$ cat src/rtl/draw_pkg.sv
// Shared types and constants for the rectangle rasteriser.
package draw_pkg;

  typedef enum logic [1:0] {
    StIdle = 2'd0,
    StDraw = 2'd1,
    StDone = 2'd2
  } draw_state_e;

  localparam int unsigned DEF_SCREEN_W = 160;
  localparam int unsigned DEF_SCREEN_H = 120;

  localparam logic MODE_FILL    = 1'b0;
  localparam logic MODE_OUTLINE = 1'b1;

endpackage

$ cat src/rtl/rect_scan_counter.sv
// Row-major 2-D position counter: dx inner over 0..w-1, dy outer over 0..h-1.
module rect_scan_counter #(
  parameter int unsigned SIZE_W = 5
) (
  input  logic              clk,
  input  logic              reset,
  input  logic              clear_i,
  input  logic              step_i,
  input  logic [SIZE_W-1:0] w_i,
  input  logic [SIZE_W-1:0] h_i,
  output logic [SIZE_W-1:0] dx_o,
  output logic [SIZE_W-1:0] dy_o,
  output logic              last_o
);

  logic [SIZE_W-1:0] dx_q, dx_d;
  logic [SIZE_W-1:0] dy_q, dy_d;
  logic [SIZE_W-1:0] w_m1, h_m1;

  assign w_m1   = w_i - SIZE_W'(1);
  assign h_m1   = h_i - SIZE_W'(1);
  assign last_o = (dx_q == w_m1) && (dy_q == h_m1);
  assign dx_o   = dx_q;
  assign dy_o   = dy_q;

  // Holding at the last position keeps the counters from ever wrapping.
  always_comb begin
    dx_d = dx_q;
    dy_d = dy_q;
    if (clear_i) begin
      dx_d = '0;
      dy_d = '0;
    end else if (step_i && !last_o) begin
      if (dx_q == w_m1) begin
        dx_d = '0;
        dy_d = dy_q + SIZE_W'(1);
      end else begin
        dx_d = dx_q + SIZE_W'(1);
      end
    end
  end

  always_ff @(posedge clk) begin
    if (reset) begin
      dx_q <= '0;
      dy_q <= '0;
    end else begin
      dx_q <= dx_d;
      dy_q <= dy_d;
    end
  end

endmodule

$ cat src/rtl/rect_draw_fsm.sv
// Rectangle rasteriser: one pixel per clock, filled or outline, clipped to the screen.
module rect_draw_fsm
  import draw_pkg::*;
#(
  parameter int unsigned X_W      = 8,
  parameter int unsigned Y_W      = 7,
  parameter int unsigned SIZE_W   = 5,
  parameter int unsigned COLOUR_W = 3,
  parameter int unsigned SCREEN_W = DEF_SCREEN_W,
  parameter int unsigned SCREEN_H = DEF_SCREEN_H
) (
  input  logic                clk,
  input  logic                reset,
  input  logic                go,
  input  logic [X_W-1:0]      x_in,
  input  logic [Y_W-1:0]      y_in,
  input  logic [SIZE_W-1:0]   w_in,
  input  logic [SIZE_W-1:0]   h_in,
  input  logic                mode,
  input  logic [COLOUR_W-1:0] colour_in,
  output logic [X_W-1:0]      out_x,
  output logic [Y_W-1:0]      out_y,
  output logic [COLOUR_W-1:0] out_colour,
  output logic                plot,
  output logic                busy,
  output logic                done
);

  draw_state_e state_q, state_d;

  logic [X_W-1:0]      x0_q, x0_d;
  logic [Y_W-1:0]      y0_q, y0_d;
  logic [SIZE_W-1:0]   w_q, w_d;
  logic [SIZE_W-1:0]   h_q, h_d;
  logic                mode_q, mode_d;
  logic [COLOUR_W-1:0] colour_q, colour_d;

  logic              start;
  logic [SIZE_W-1:0] dx, dy;
  logic              last;
  logic [X_W:0]      sum_x;
  logic [Y_W:0]      sum_y;
  logic              visible, on_edge;

  assign start = (state_q == StIdle) && go;

  rect_scan_counter #(
    .SIZE_W (SIZE_W)
  ) u_scan (
    .clk     (clk),
    .reset   (reset),
    .clear_i (start),
    .step_i  (state_q == StDraw),
    .w_i     (w_q),
    .h_i     (h_q),
    .dx_o    (dx),
    .dy_o    (dy),
    .last_o  (last)
  );

  always_ff @(posedge clk) begin
    if (reset) begin
      state_q  <= StIdle;
      x0_q     <= '0;
      y0_q     <= '0;
      w_q      <= '0;
      h_q      <= '0;
      mode_q   <= MODE_FILL;
      colour_q <= '0;
    end else begin
      state_q  <= state_d;
      x0_q     <= x0_d;
      y0_q     <= y0_d;
      w_q      <= w_d;
      h_q      <= h_d;
      mode_q   <= mode_d;
      colour_q <= colour_d;
    end
  end

  always_comb begin
    state_d  = state_q;
    x0_d     = x0_q;
    y0_d     = y0_q;
    w_d      = w_q;
    h_d      = h_q;
    mode_d   = mode_q;
    colour_d = colour_q;
    unique case (state_q)
      StIdle: begin
        if (go) begin
          x0_d     = x_in;
          y0_d     = y_in;
          w_d      = w_in;
          h_d      = h_in;
          mode_d   = mode;
          colour_d = colour_in;
          state_d  = ((w_in != '0) && (h_in != '0)) ? StDraw : StDone;
        end
      end
      StDraw:  if (last) state_d = StDone;
      StDone:  state_d = StIdle;
      default: state_d = StIdle;
    endcase
  end

  // Sums carry one extra bit so positions past the coordinate range still clip.
  assign sum_x = {1'b0, x0_q} + (X_W + 1)'(dx);
  assign sum_y = {1'b0, y0_q} + (Y_W + 1)'(dy);

  always_comb begin
    visible    = (sum_x < (X_W + 1)'(SCREEN_W)) && (sum_y < (Y_W + 1)'(SCREEN_H));
    on_edge    = (dx == '0) || (dx == w_q - SIZE_W'(1)) ||
                 (dy == '0) || (dy == h_q - SIZE_W'(1));
    out_x      = sum_x[X_W-1:0];
    out_y      = sum_y[Y_W-1:0];
    out_colour = colour_q;
    busy       = (state_q == StDraw);
    done       = (state_q == StDone);
    plot       = busy && visible && ((mode_q == MODE_FILL) || on_edge);
  end

endmodule
$ cat config.mk
export PLATFORM = sky130hd
export DESIGN_NAME = rect_draw_fsm
export DESIGN_NICKNAME = d
export VERILOG_FILES = /design/src/rtl/draw_pkg.sv /design/src/rtl/rect_scan_counter.sv /design/src/rtl/rect_draw_fsm.sv
export SDC_FILE = /design/constraint.sdc
export NUM_CORES = 1
export LEC_CHECK = 0
export ABC_AREA = 1
export BUFFER_PORTS_ARGS = -buffer_cell sky130_fd_sc_hd__clkbuf_2
export CAP_MARGIN = 15
export CORE_MARGIN = 2
export CORE_UTILIZATION = 40
export DETAILED_ROUTE_END_ITERATION = 8
export SYNTH_ARGS = -nofsm -noshare
export SYNTH_HDL_FRONTEND = slang
export SYNTH_SLANG_ARGS = --single-unit
$ cat constraint.sdc
create_clock -name clk -period 2.1 [get_ports clk]
set_clock_uncertainty 0.15 [all_clocks]
set_input_delay 0.315 -clock clk [delete_from_list [all_inputs] [get_ports clk]]
set_output_delay 0.315 -clock clk [all_outputs]
set_load 0.005 [all_outputs]
==> results.cfg <==
[sta]
fin_crit_ns = 2.57
setup_viol = 6
rsz0062_at_grt = yes
hold_violations = 0
relSlewSlack_pct = 74.3
worst_slack_ns = -0.475
drv_slew = 0
worst_slew_pin_slew_ns = 0.382
holdWs_ns = 0.120
fmax_ghz = 0.388
fin_crit_sh_pct = 123

[routing]
drt_iter0_drc = 81
vias_per_cell = 4.82
wl_um = 6920
num_vias = 2683
drc = 0
first_pass_iters = 4
wl_per_cell_um = 12.4
ant_nets = 0

[placed_design]
io_buffers = 52
place_area_mm2 = 0.00320
dp_hpwl_um = 4840
dp_slack_ns = -0.287
gp_congestion = 0.815

[clock_tree]
clk_path_buf_depth = 2
clkTransAtPathRegs_ns = 0.08
htreeDepth = 2
clock_sinks = 41
root_buffer = clkbuf_8
cts_tree = done
cts_buffers = 5
insertion_delay_ns = 0.29

[setup_path]
path_class = flip-flop to output pin
reg2regPathDepth = 11
crit_required_ns = 1.63
start_kind = flip-flop
crit_fanout = 2
worstSetupEndpointType = output pin
arrival_ns = 2.11

[final_layout]
num_antenna_cells = 0
design_area_mm2 = 0.00364
drive_gt1_share_pct = 36.0
n_fill_cell = 621
syn2layout_area_growth_pct = 39.6
fin_nets = 530
register_area_um2 = 846
utilization_pct = 57.7
multi_input_area_mm2 = 0.00181

[synthesis]
synth_cell_types = 29
netlist_area_mm2 = 0.00261
syn_area_per_cell_um2 = 6.68
syn_nets = 441
yosysSeqAreaShare_pct = 31.4
netlist_instances = 391
synth_seq_cells = 41
yosysWarningCount = 0

[floorplanning]
rows = 29
coreArea_mm2 = 0.00631
io_pins = 53
start_util_pct = 41.3
die_area_mm2 = 0.00719
die_y_um = 84.8
die_width_um = 84.8

[global_route]
grt_max_degree = 43
grt_pass1_wl_um = 11400
grt.total_usage_pct = 19.7
grt_overflow = 0
grt_pass1_vias = 2505
antenna_found_initial = 0

[pwr]
irDropWorstVdd_uv = 344
leakage_uw = 0.00180
p_per_area_mw_per_mm2 = 583

[worst_hold_path]
hold_depth = 3
hp-class = input pin to flip-flop

[run]
drv_cap = 0

[status]
outcome = finished with violations
violations = negative setup slack
worst paths after layout:
path | start | to | slack (ns)
min | colour_in[0] | out_colour[0]$_SDFFE_PP0P_ | 0.12
min reg2reg | h_q[1]$_SDFFE_PP0P_ | h_q[1]$_SDFFE_PP0P_ | 0.34
max | y0_q[0]$_SDFFE_PP0P_ | plot | -0.47
max reg2reg | h_q[0]$_SDFFE_PP0P_ | state_q[0]$_SDFFE_PP0P_ | 0.14
critical path: stages (launching register included):
cell and delay (ns):
dfxtp_2 0.36, ha_4 0.14, inv_2 0.03, fa_2 0.34
inv_2 0.08, nand2_2 0.06, nand2_1 0.06, nand2_1 0.05
nand2_1 0.07, nor2_1 0.04, nand2_1 0.06, nor2_1 0.04
nor2_1 0.12, nand3_1 0.11, nor2_1 0.13, buf_2 0.13
sequential cells by signal, indices dropped and copies added (netlist names):
| signal | cells |
|---|---|
| x0_q | 8 |
| y0_q | 7 |
| h_q | 5 |
| u_scan.dx_o | 5 |
| u_scan.dy_o | 5 |
| w_q | 5 |
| out_colour | 3 |
| state_q | 2 |
| mode_q | 1 |
power breakdown:
group | switching, uW | internal, uW
registers | 65.2 | 858
logic | 366 | 300
clock network | 272 | 261
total | 703 | 1420
per-stage QoR:
stage          setup TNS, ns  cells  total power [uW]
5_1_grt                -1.56    557              2270
3_3_place_gp          -0.239    546              1520
2_1_floorplan              0    391              1300
3_5_place_dp          -0.287    546              1530
6_report              -0.849    557              2120
4_1_cts               -0.927    557              2110
layout by cell type, fill, tap and decap left out, types with 2 or more instances in the layout:
cell type / count
a21oi_1: 23
buf_2: 4
buf_4: 33
buf_6: 9
clkbuf_2: 46
clkbuf_8: 6
dfxtp_1: 25
dfxtp_2: 14
dfxtp_4: 2
fa_2: 2
ha_1: 6
ha_4: 10
inv_1: 42
inv_2: 9
inv_4: 2
nand2_1: 62
nand2_2: 15
nand2_4: 6
nand3_1: 14
nand3_2: 6
nand3_4: 2
nand3b_1: 2
nand4_1: 8
nor2_1: 65
nor2_2: 3
nor3_1: 3
o21ai_0: 29
o21ai_1: 2
xnor2_1: 8
xor2_1: 13
kinds of logic after synthesis:
logic type	synth area share [%]
and+or+nand+nor	31.4
buffers and inverters	9.40
AOI/OAI and AO/OA	11.5
DFF	31.4
xor gates and xnor gates	7.05
adders and majority gates	9.20
layout make-up:
type / instances / area share (%)
clock buffers: 7 / 2.37
inverters: 54 / 5.70
repair buffers: 92 / 16.4
well taps: 77 / 2.64
flip-flops and latches: 41 / 23.2
multi-input cells: 286 / 49.6
synth_stat cells, drive strengths merged:
| master | n | share of area, % |
|---|---|---|
| o21ai | 31 | 5.9 |
| a21oi | 24 | 4.6 |
| o311ai | 1 | 0.34 |
| nand2 | 83 | 13 |
| inv | 53 | 7.7 |
| nand3 | 22 | 4.7 |
| ha | 16 | 7.7 |
| dfxtp | 41 | 31 |
| clkinv | 1 | 0.14 |
| nand3b | 2 | 0.58 |
| nor2 | 68 | 10 |
| fa | 2 | 1.5 |
| a22o | 1 | 0.34 |
| clkbuf | 10 | 1.5 |
| or2 | 1 | 0.24 |
| nand4 | 8 | 1.9 |
| xor2 | 13 | 4.4 |
| xnor2 | 8 | 2.7 |
| a31oi | 1 | 0.24 |
| nor3 | 4 | 0.96 |
| nor3b | 1 | 0.29 |
layer usage:
layer	GRT usage (%)	vias to the layer above	wire length [um]
li1	-	1419	-
met1	23.6	1206	3120
met2	34.9	48	3470
met3	3.93	10	220
met4	7.22	0	112
met5	0	-	0
repair_timing:
action	CTS	global route
hold buffers	0	0
setup buffers	8	2
pin swaps	17	20
resized for setup	40	49
setup endpoints to repair	11	12
(Power assumes the default switching activity.)
